===== src/rtl/alu_seq.sv =====
// alu_seq: parametrised, handshaked ALU.
// Single-cycle arithmetic, logic and compare operations complete at the accept edge.
// Shifts (by n > 0) and unsigned multiply run iteratively and are framed by busy/alu_done.
// Y and the flags hold their last value between operations; alu_done is a one-cycle pulse.
module alu_seq #(
    parameter int WIDTH = 16
) (
    input  logic             clk,
    input  logic             rst_n,
    input  logic             incoming,
    input  logic [WIDTH-1:0] A,
    input  logic [WIDTH-1:0] B,
    input  logic [3:0]       operator,
    output logic [WIDTH-1:0] Y,
    output logic             carry,
    output logic             signov,
    output logic             zero,
    output logic             busy,
    output logic             alu_done
);

    localparam int SW = $clog2(WIDTH);
    // The counter must reach WIDTH for multiply, so it gets one bit more than the shift field.
    localparam int CW = SW + 1;

    localparam logic [CW-1:0] CNT_ONE = CW'(1);
    localparam logic [CW-1:0] CNT_MUL = CW'(WIDTH);

    // FSM encoding
    localparam logic [1:0] ST_IDLE  = 2'd0;
    localparam logic [1:0] ST_SHIFT = 2'd1;
    localparam logic [1:0] ST_MUL   = 2'd2;

    // Opcodes
    localparam logic [3:0] OP_ADDU = 4'd0;
    localparam logic [3:0] OP_SUBU = 4'd1;
    localparam logic [3:0] OP_AND  = 4'd2;
    localparam logic [3:0] OP_OR   = 4'd3;
    localparam logic [3:0] OP_NOT  = 4'd4;
    localparam logic [3:0] OP_XOR  = 4'd5;
    localparam logic [3:0] OP_SHL  = 4'd6;
    localparam logic [3:0] OP_SHR  = 4'd7;
    localparam logic [3:0] OP_SLTU = 4'd8;
    localparam logic [3:0] OP_EQ   = 4'd9;
    localparam logic [3:0] OP_ADDS = 4'd10;
    localparam logic [3:0] OP_SUBS = 4'd11;
    localparam logic [3:0] OP_MULU = 4'd12;
    localparam logic [3:0] OP_SLTS = 4'd13;

    // Registered state
    logic [1:0]         state_q,  state_d;
    logic [CW-1:0]      cnt_q,    cnt_d;
    logic [3:0]         op_q,     op_d;
    // work_q: shift register (low half) during SHIFT, running product during MUL
    logic [2*WIDTH-1:0] work_q,   work_d;
    logic [2*WIDTH-1:0] mcand_q,  mcand_d;
    logic [WIDTH-1:0]   mplier_q, mplier_d;
    logic [WIDTH-1:0]   y_q,      y_d;
    logic               carry_q,  carry_d;
    logic               signov_q, signov_d;
    logic               zero_q,   zero_d;
    logic               busy_q,   busy_d;
    logic               done_q,   done_d;

    // Combinational helpers
    logic [WIDTH:0]     sum_s;
    logic [WIDTH:0]     diff_s;
    logic [WIDTH-1:0]   res_y_s;
    logic               res_c_s;
    logic               res_v_s;
    logic [SW-1:0]      shamt_s;
    logic               accept_s;
    logic [WIDTH-1:0]   sh_next_s;
    logic               sh_out_s;
    logic [2*WIDTH-1:0] prod_next_s;

    assign shamt_s  = B[SW-1:0];
    assign accept_s = incoming && (state_q == ST_IDLE);

    // Single-cycle result and flags computed directly from the live operands
    always_comb begin
        sum_s   = {1'b0, A} + {1'b0, B};
        diff_s  = {1'b0, A} - {1'b0, B};
        res_y_s = {WIDTH{1'b0}};
        res_c_s = 1'b0;
        res_v_s = 1'b0;
        case (operator)
            OP_ADDU: begin
                res_y_s = sum_s[WIDTH-1:0];
                res_c_s = sum_s[WIDTH];
            end
            OP_SUBU: begin
                res_y_s = diff_s[WIDTH-1:0];
                res_c_s = diff_s[WIDTH];
            end
            OP_AND:  res_y_s = A & B;
            OP_OR:   res_y_s = A | B;
            OP_NOT:  res_y_s = ~A;
            OP_XOR:  res_y_s = A ^ B;
            // Only a zero shift amount completes here; non-zero amounts go to SHIFT.
            OP_SHL:  res_y_s = A;
            OP_SHR:  res_y_s = A;
            OP_SLTU: res_y_s = {{(WIDTH-1){1'b0}}, (A < B)};
            OP_EQ:   res_y_s = {{(WIDTH-1){1'b0}}, (A == B)};
            OP_ADDS: begin
                res_y_s = sum_s[WIDTH-1:0];
                res_c_s = sum_s[WIDTH];
                res_v_s = (A[WIDTH-1] == B[WIDTH-1]) && (sum_s[WIDTH-1] != A[WIDTH-1]);
            end
            OP_SUBS: begin
                res_y_s = diff_s[WIDTH-1:0];
                res_c_s = diff_s[WIDTH];
                res_v_s = (A[WIDTH-1] != B[WIDTH-1]) && (diff_s[WIDTH-1] != A[WIDTH-1]);
            end
            OP_SLTS: res_y_s = {{(WIDTH-1){1'b0}}, ($signed(A) < $signed(B))};
            // MULU always goes multi-cycle; reserved opcodes return zero.
            default: begin
                res_y_s = {WIDTH{1'b0}};
                res_c_s = 1'b0;
                res_v_s = 1'b0;
            end
        endcase
    end

    // One shift step on the latched operand; direction follows the latched opcode
    always_comb begin
        if (op_q == OP_SHL) begin
            sh_next_s = {work_q[WIDTH-2:0], 1'b0};
            sh_out_s  = work_q[WIDTH-1];
        end else begin
            sh_next_s = {1'b0, work_q[WIDTH-1:1]};
            sh_out_s  = work_q[0];
        end
    end

    // One shift-add step: add the shifted multiplicand when the current multiplier bit is set
    always_comb begin
        if (mplier_q[0]) begin
            prod_next_s = work_q + mcand_q;
        end else begin
            prod_next_s = work_q;
        end
    end

    // Next-state logic for the FSM, operand latches and visible outputs
    always_comb begin
        state_d  = state_q;
        cnt_d    = cnt_q;
        op_d     = op_q;
        work_d   = work_q;
        mcand_d  = mcand_q;
        mplier_d = mplier_q;
        y_d      = y_q;
        carry_d  = carry_q;
        signov_d = signov_q;
        zero_d   = zero_q;
        busy_d   = busy_q;
        done_d   = 1'b0;
        case (state_q)
            ST_IDLE: begin
                if (accept_s) begin
                    op_d = operator;
                    if (((operator == OP_SHL) || (operator == OP_SHR)) && (shamt_s != {SW{1'b0}})) begin
                        state_d = ST_SHIFT;
                        cnt_d   = {1'b0, shamt_s};
                        work_d  = {{WIDTH{1'b0}}, A};
                        busy_d  = 1'b1;
                    end else if (operator == OP_MULU) begin
                        state_d  = ST_MUL;
                        cnt_d    = CNT_MUL;
                        work_d   = {(2*WIDTH){1'b0}};
                        mcand_d  = {{WIDTH{1'b0}}, A};
                        mplier_d = B;
                        busy_d   = 1'b1;
                    end else begin
                        y_d      = res_y_s;
                        carry_d  = res_c_s;
                        signov_d = res_v_s;
                        zero_d   = (res_y_s == {WIDTH{1'b0}});
                        done_d   = 1'b1;
                    end
                end else begin
                    done_d = 1'b0;
                end
            end
            ST_SHIFT: begin
                work_d = {{WIDTH{1'b0}}, sh_next_s};
                cnt_d  = cnt_q - CNT_ONE;
                if (cnt_q == CNT_ONE) begin
                    state_d  = ST_IDLE;
                    busy_d   = 1'b0;
                    y_d      = sh_next_s;
                    carry_d  = sh_out_s;
                    signov_d = 1'b0;
                    zero_d   = (sh_next_s == {WIDTH{1'b0}});
                    done_d   = 1'b1;
                end else begin
                    done_d = 1'b0;
                end
            end
            ST_MUL: begin
                work_d   = prod_next_s;
                mcand_d  = {mcand_q[2*WIDTH-2:0], 1'b0};
                mplier_d = {1'b0, mplier_q[WIDTH-1:1]};
                cnt_d    = cnt_q - CNT_ONE;
                if (cnt_q == CNT_ONE) begin
                    state_d  = ST_IDLE;
                    busy_d   = 1'b0;
                    y_d      = prod_next_s[WIDTH-1:0];
                    carry_d  = (prod_next_s[2*WIDTH-1:WIDTH] != {WIDTH{1'b0}});
                    signov_d = 1'b0;
                    zero_d   = (prod_next_s[WIDTH-1:0] == {WIDTH{1'b0}});
                    done_d   = 1'b1;
                end else begin
                    done_d = 1'b0;
                end
            end
            default: begin
                // Unreachable encoding: recover to IDLE without producing a result.
                state_d = ST_IDLE;
                busy_d  = 1'b0;
                done_d  = 1'b0;
            end
        endcase
    end

    // State and output registers; reset discards any operation in flight
    always_ff @(posedge clk or negedge rst_n) begin
        if (!rst_n) begin
            state_q  <= ST_IDLE;
            cnt_q    <= {CW{1'b0}};
            op_q     <= 4'd0;
            work_q   <= {(2*WIDTH){1'b0}};
            mcand_q  <= {(2*WIDTH){1'b0}};
            mplier_q <= {WIDTH{1'b0}};
            y_q      <= {WIDTH{1'b0}};
            carry_q  <= 1'b0;
            signov_q <= 1'b0;
            zero_q   <= 1'b0;
            busy_q   <= 1'b0;
            done_q   <= 1'b0;
        end else begin
            state_q  <= state_d;
            cnt_q    <= cnt_d;
            op_q     <= op_d;
            work_q   <= work_d;
            mcand_q  <= mcand_d;
            mplier_q <= mplier_d;
            y_q      <= y_d;
            carry_q  <= carry_d;
            signov_q <= signov_d;
            zero_q   <= zero_d;
            busy_q   <= busy_d;
            done_q   <= done_d;
        end
    end

    assign Y        = y_q;
    assign carry    = carry_q;
    assign signov   = signov_q;
    assign zero     = zero_q;
    assign busy     = busy_q;
    assign alu_done = done_q;

endmodule


===== config.mk =====
export PLATFORM = sky130hd
export DESIGN_NAME = alu_seq
export DESIGN_NICKNAME = d
export VERILOG_FILES = /design/src/rtl/alu_seq.sv
export SDC_FILE = /design/constraint.sdc
export NUM_CORES = 1
export LEC_CHECK = 0
export BUFFER_PORTS_ARGS = -buffer_cell sky130_fd_sc_hd__buf_2
export CAP_MARGIN = 40
export CORE_UTILIZATION = 30
export DETAILED_ROUTE_END_ITERATION = 16
export PLACE_DENSITY_LB_ADDON = 0.08
export SLEW_MARGIN = 0
export SYNTH_ARGS = -nofsm -noshare
export SYNTH_HDL_FRONTEND = slang
export SYNTH_SLANG_ARGS = --single-unit

===== constraint.sdc =====
create_clock -name clk -period 5.9 [get_ports clk]
set_clock_uncertainty 0.15 [all_clocks]
set_input_delay 0.59 -clock clk [delete_from_list [all_inputs] [get_ports clk]]
set_output_delay 0.59 -clock clk [all_outputs]
set_load 0.02 [all_outputs]

## After elaboration in Yosys (flattened, before gate mapping)

Index checks and enable logic that the tools add are counted.
Widths: inputs -> output; s select.

- Word-level logic and storage cells: 137
- Bits of input ports: 39
- Output and inout port bits: 21
- Register bits after elaboration: 112

- Reduce and logical (&&, ||, !) cells: 26
- Muxes and demuxes: 59
- Eq/ne operators: 30
- Bitwise gates (word level): 4
- Order comparisons: 2
- $add $sub $neg: 4

Operators by type and width:

| operator | number |
|---|---|
| $mux 32 | 7 |
| $pmux 16 s10 | 1 |
| $mux 16 | 9 |
| $pmux 32 s3 | 1 |
| $pmux 32 s2 | 1 |
| $logic_not 16->1 | 3 |
| $pmux 16 s3 | 1 |
| $add 32x32->32 | 1 |
| $lt 16x16->1 | 2 |
| $pmux 16 s2 | 1 |
| $eq 4x4->1 const B | 6 |
| $mux 1 | 22 |
| $eq 4x3->1 const B | 5 |
| $add 16x16->17 | 1 |
| $sub 16x16->17 | 1 |
| $and 16x16->16 | 1 |
| $eq 16x16->1 | 1 |
| $not 16->16 | 1 |
| $or 16x16->16 | 1 |
| $reduce_bool 16->1 | 1 |
| $xor 16x16->16 | 1 |
| $mux 5 | 3 |
| $ne 2x2->1 const B | 5 |
| $pmux 1 s2 | 5 |
| 27 further kinds | 44 |

## Longest topological paths before layout

- Word-level depth: 8
- Mapped depth: 13

## Worst setup path after synthesis

OpenSTA, ideal clock, no wires.

- Path kind: reg-to-reg
- From: reg work_q[5]
- To: reg carry_q (netlist: carry)
- Stages on the path, launching flop included: 13
- Slack: 2.187 ns
- Clock period less this slack: 3.713 ns
- Required time: 5.626 ns
- Arrival: 3.439 ns
- Setup time: 0.124 ns
- Buffers on the path: 1
- Cell sequence: dfrtp_1 ha_1 buf_2 nand2_1 nor4_1 o21ai_0 a21oi_1 nor2_1 xnor2_1 or4_1 a2111o_1 or4_1 o31a_1

- Cells in the longest elaborated chain, start to end: 5

Ends and longest elaborated chain:

| item | line | RTL |
|---|---|---|
| start, declared | 55 | `logic [2*WIDTH-1:0] work_q, work_d;` |
| start signal, assigned | 233 | `work_q <= {(2*WIDTH){1'b0}};` |
| start signal, assigned | 246 | `work_q <= work_d;` |
| $add 32x32->32 | 139 | `prod_next_s = work_q + mcand_q;` |
| $mux 32 | 138 | `if (mplier_q[0]) begin` |
| $reduce_bool 16->1 | 210 | `carry_d = (prod_next_s[2*WIDTH-1:WIDTH] != {WIDTH{1'b0}});` |
| $mux 1 | 206 | `if (cnt_q == CNT_ONE) begin` |
| $pmux 1 s3 | 159 | `case (state_q)` |
| end signal, assigned | 250 | `carry_q <= carry_d;` |
| end, declared | 59 | `logic carry_q, carry_d;` |

Every way passes these cells. The select of a mux whose other input is x is not followed.
A chain may end at the register's enable or synchronous reset.

## Worst setup path in the final report

- From: reg work_q[0]
- To: reg carry_q (netlist: carry)

- Cells in the longest elaborated chain, start to end: 5
- Elaborated cells between the ends (all ways): 7

Ends and longest elaborated chain:

| item | line |
|---|---|
| $add 32x32->32 | 139 |
| $mux 32 | 138 |
| $reduce_bool 16->1 | 210 |
| $mux 1 | 206 |
| $pmux 1 s3 (*) | 159 |

Mark *: on every way between the ends. The rest lies on a longest branch, timed or not. The select of a mux whose other input is x is not followed.

==> impl_results.md <==
- Result of the run: completed
- Most common cell in the synthesized netlist: nand2_1
- Minimum clock period: 4.26 ns
- Seq pwr share: 28.6%
- Required arrival time at the worst endpoint: 6.03 ns
- Slew margin rel.: 46.7%
- Overall global routing resource usage: 21.6%
- DR vias: 9,448
- Detailed placement HPWL: 27,000 um
- Average wire per standard cell: 20.8 um
- Count of cells along the worst register-to-register path: 12
- Fraction of the cycle the final worst path needs: 72.3%
- Routability-driven placement congestion ratio: 0.879
- Vias/cell: 5.49
- Final setup fails: 0
- Commonest cells post-synth: nand2_1 (167), o21ai_0 (116), dfrtp_1 (112)
- Number of iterations in the first detailed-routing pass: 7
- Async set-reset flop share out of synthesis: 100%
- Number of nets produced by synthesis: 1,383
- Core footprint: 32,700 um^2
- Finished layout cell area: 11,200 um^2
- Worst-skew pair later-pin latency: 0.39 ns
- DIE AREA: 34,100 um^2
- Syn Std Cell Area: 10000 um^2
- Post-Place Cell Area: 10,900 um^2
- Synthesis-to-layout area growth: 11.9%
- Register bit count reported by yosys: 112
- Worst slew pin tran: 0.800 ns
- GR Util met3: 2.15%
- First DRT Iteration DRCs: 529
- Wire length of the first global-routing pass: 56,300 um
- Pin count of the biggest net entering global routing: 62
- Total overflow reported by the global router: 0
- Sw Pwr: 0.00231 W
- Internal power summed over all cells: 0.00231 W
- Data arrival time at the worst-slack endpoint: 4.39 ns
- Count of different cell masters after synthesis: 77
- Clock tree from TritonCTS: yes
- Initial antenna violation count: 0
- Power density relative to cell area: 413 nW/um^2
- Leakage power of the design: 4.84 nW
- Root buf cell: clkbuf_16
- Horizontal die dimension: 185 um
- Reg-to-Reg Start: work_q[0]
- Combinational cell fraction of total power: 56.5%
- Input/output buffers: 59
- CTS max path bufs: 2
- Instance count of the mapped netlist: 1,255
- Number of CTS-inserted buffers: 9
- Kind of path behind the tightest hold check: reg -> reg
- Proportion of synthesized chip area in sequential cells: 28.0%
- Detail Route Antenna Nets: 0
- DR DRC count: 0
- Warnings from Yosys: 0
- Antenna cell count: 0
- Peak fanout along the critical path: 6
- Filler cells: 3,544
- Mean instance size in the synthesized netlist: 7.97 um^2
- Switching Share: 50.0%
- IO Count: 60
- Effective utilization at floorplan: 30.6%
- Clock H-tree levels: 3
- Clock network fraction of design power: 14.9%
- Num Clock Sinks: 112
- Maximum capacitance violations: 0
- Flop2flop setup slack: 1.64 ns
- WS Path Type: reg -> reg
- Final Hold Slack: 0.335 ns
- Final net count: 1,403
- Met2 demand-to-capacity share in global routing: 37.9%
- Reg-to-Reg End: carry
- Dominant cells by area after synthesis: dfrtp_1 (28%), ha_1 (11%), nand2_1 (6.3%)
- Layer carrying the most global-route usage: met2
- Launching element of the worst setup path: work_q[0]
- Site row count: 66
- Type of destination of the critical path: flop
- Worst setup path end: carry
- Met1 track demand over resource: 28.4%
- Die span in y: 185 um
- Flip-flop cell with the highest count after synthesis: dfrtp_1
- Number of pins with negative max-slew slack in the final report: 0
- Final core utilization: 34.2%
- Synth area leader: dfrtp_1
- Worst-path clk slew: 0.10 ns
- Worst-case vdd ir drop: 0.000175 V
- Detailed-route wire length: 35,800 um
- Number of flops mapped to enable cells by yosys: 0
- RSZ-0062 raised after global routing: false
- Sum of negative setup slack: 0 ns
- Share of layout cells above drive strength 1: 10.0%
- Critical Path Start Type: flop
- Top cell type's share of synthesized area: 28.0%
- Upper clock frequency limit: 234 MHz
- Final-report hold violation count: 0
- Vias in the first global route: 9,389
- Post-CTS sizing: 0
state kept, by name, indices dropped and copies added (netlist names):
register and count:
Y 16, alu_done 1, busy 1, carry 1, cnt_q 5, mcand_q 32
mplier_q 16, op_q 4, signov 1, state_q 2, work_q 32, zero 1
metal layers:
metal	vias up	wire (um)
li1	4615	-
met3	29	1090
met2	185	17400
met4	0	465
met5	-	0
met1	4619	16800
what timing repair did:
item	4_1_cts	5_1_grt
hold endpoints to repair	3	0
hold buffers	1	0
setup buffers	0	0
stage by stage:
step / worst slack [ns] / total power, W / cells
after floorplan: 2.19 / 0.00307 / 1255
after global placement: 1.66 / 0.00392 / 1699
after detailed placement: 1.63 / 0.00396 / 1705
after CTS: 1.67 / 0.00468 / 1722
after global routing: 1.44 / 0.00501 / 1722
final: 1.64 / 0.00462 / 1722
cells by family after synthesis:
group	Yosys count	synth area share, %
and+or+nand+nor	389	17.8
adders and majority gates	89	11.4
buffers and inverters	135	5.12
xor gates and xnor gates	39	3.42
muxes	68	6.97
DFF	112	28.0
AOI/OAI and AO/OA	423	27.3
power groups by stage:
| stage | sequential (W) | clock, W | combinational [W] |
|---|---|---|---|
| 4_1_cts | 0.00133 | 0.000724 | 0.00263 |
| 3_5_place_dp | 0.00135 | 0 | 0.00261 |
| 5_1_grt | 0.00136 | 0.000743 | 0.00290 |
| 2_1_floorplan | 0.00129 | 0 | 0.00177 |
| 3_3_place_gp | 0.00134 | 0 | 0.00258 |
| 6_report | 0.00132 | 0.000691 | 0.00261 |
worst min-delay path by stage:
stage / from / end / cells after the start
3_5_place_dp: rst_n / mcand_q[16] / 1
5_1_grt: mplier_q[5] / mplier_q[5] / 2
3_3_place_gp: mplier_q[13] / mplier_q[13] / 2
2_1_floorplan: rst_n / Y[0] / 0
4_1_cts: mplier_q[6] / mplier_q[6] / 2
6_report: mplier_q[5] / mplier_q[5] / 2
layout make-up:
type / count / area, um^2 / share of cell area, %
inverter: 64 / 240 / 2.15
multi-input combinational: 1008 / 6750 / 60.3
tap: 442 / 553 / 4.94
clock buffer: 9 / 225 / 2.01
sequential: 112 / 2800 / 25.1
timing repair buffer: 80 / 524 / 4.69
clock inverter: 7 / 93.8 / 0.839
critical path, cell delays in order (launching register included):
cell and delay [ns]:
dfrtp_1 0.44, ha_1 0.28, fa_1 0.42, nand3_1 0.16
a21oi_1 0.12, o2111ai_1 0.45, a21boi_1 0.16, nor3_1 0.20
o21ai_0 0.12, or4_1 0.53, a2111o_1 0.39, or4_1 0.48
o31a_1 0.24
cells in the final DEF (no fill, tap or decap), drive strengths merged, types with 5 or more instances in the layout:
cell	count
nor4	12
o21ai	119
xnor2	29
and2	7
a22o	10
a211oi	12
nand3	17
mux2i	55
nand4	16
nor3	23
buf	79
inv	66
nor2	99
o221ai	5
o21a	11
xor2	10
o31ai	9
or4	7
a21boi	5
ha	86
a21oi	107
o22ai	5
o22a	11
a221oi	6
nor2b	7
a21o	14
a221o	5
dfrtp	112
clkbuf	9
clkinv	5
mux2	13
a31oi	31
o21bai	17
nand2	167
o41ai	10
o211ai	14
nand2b	9
Power figures use the tool's default switching activity.
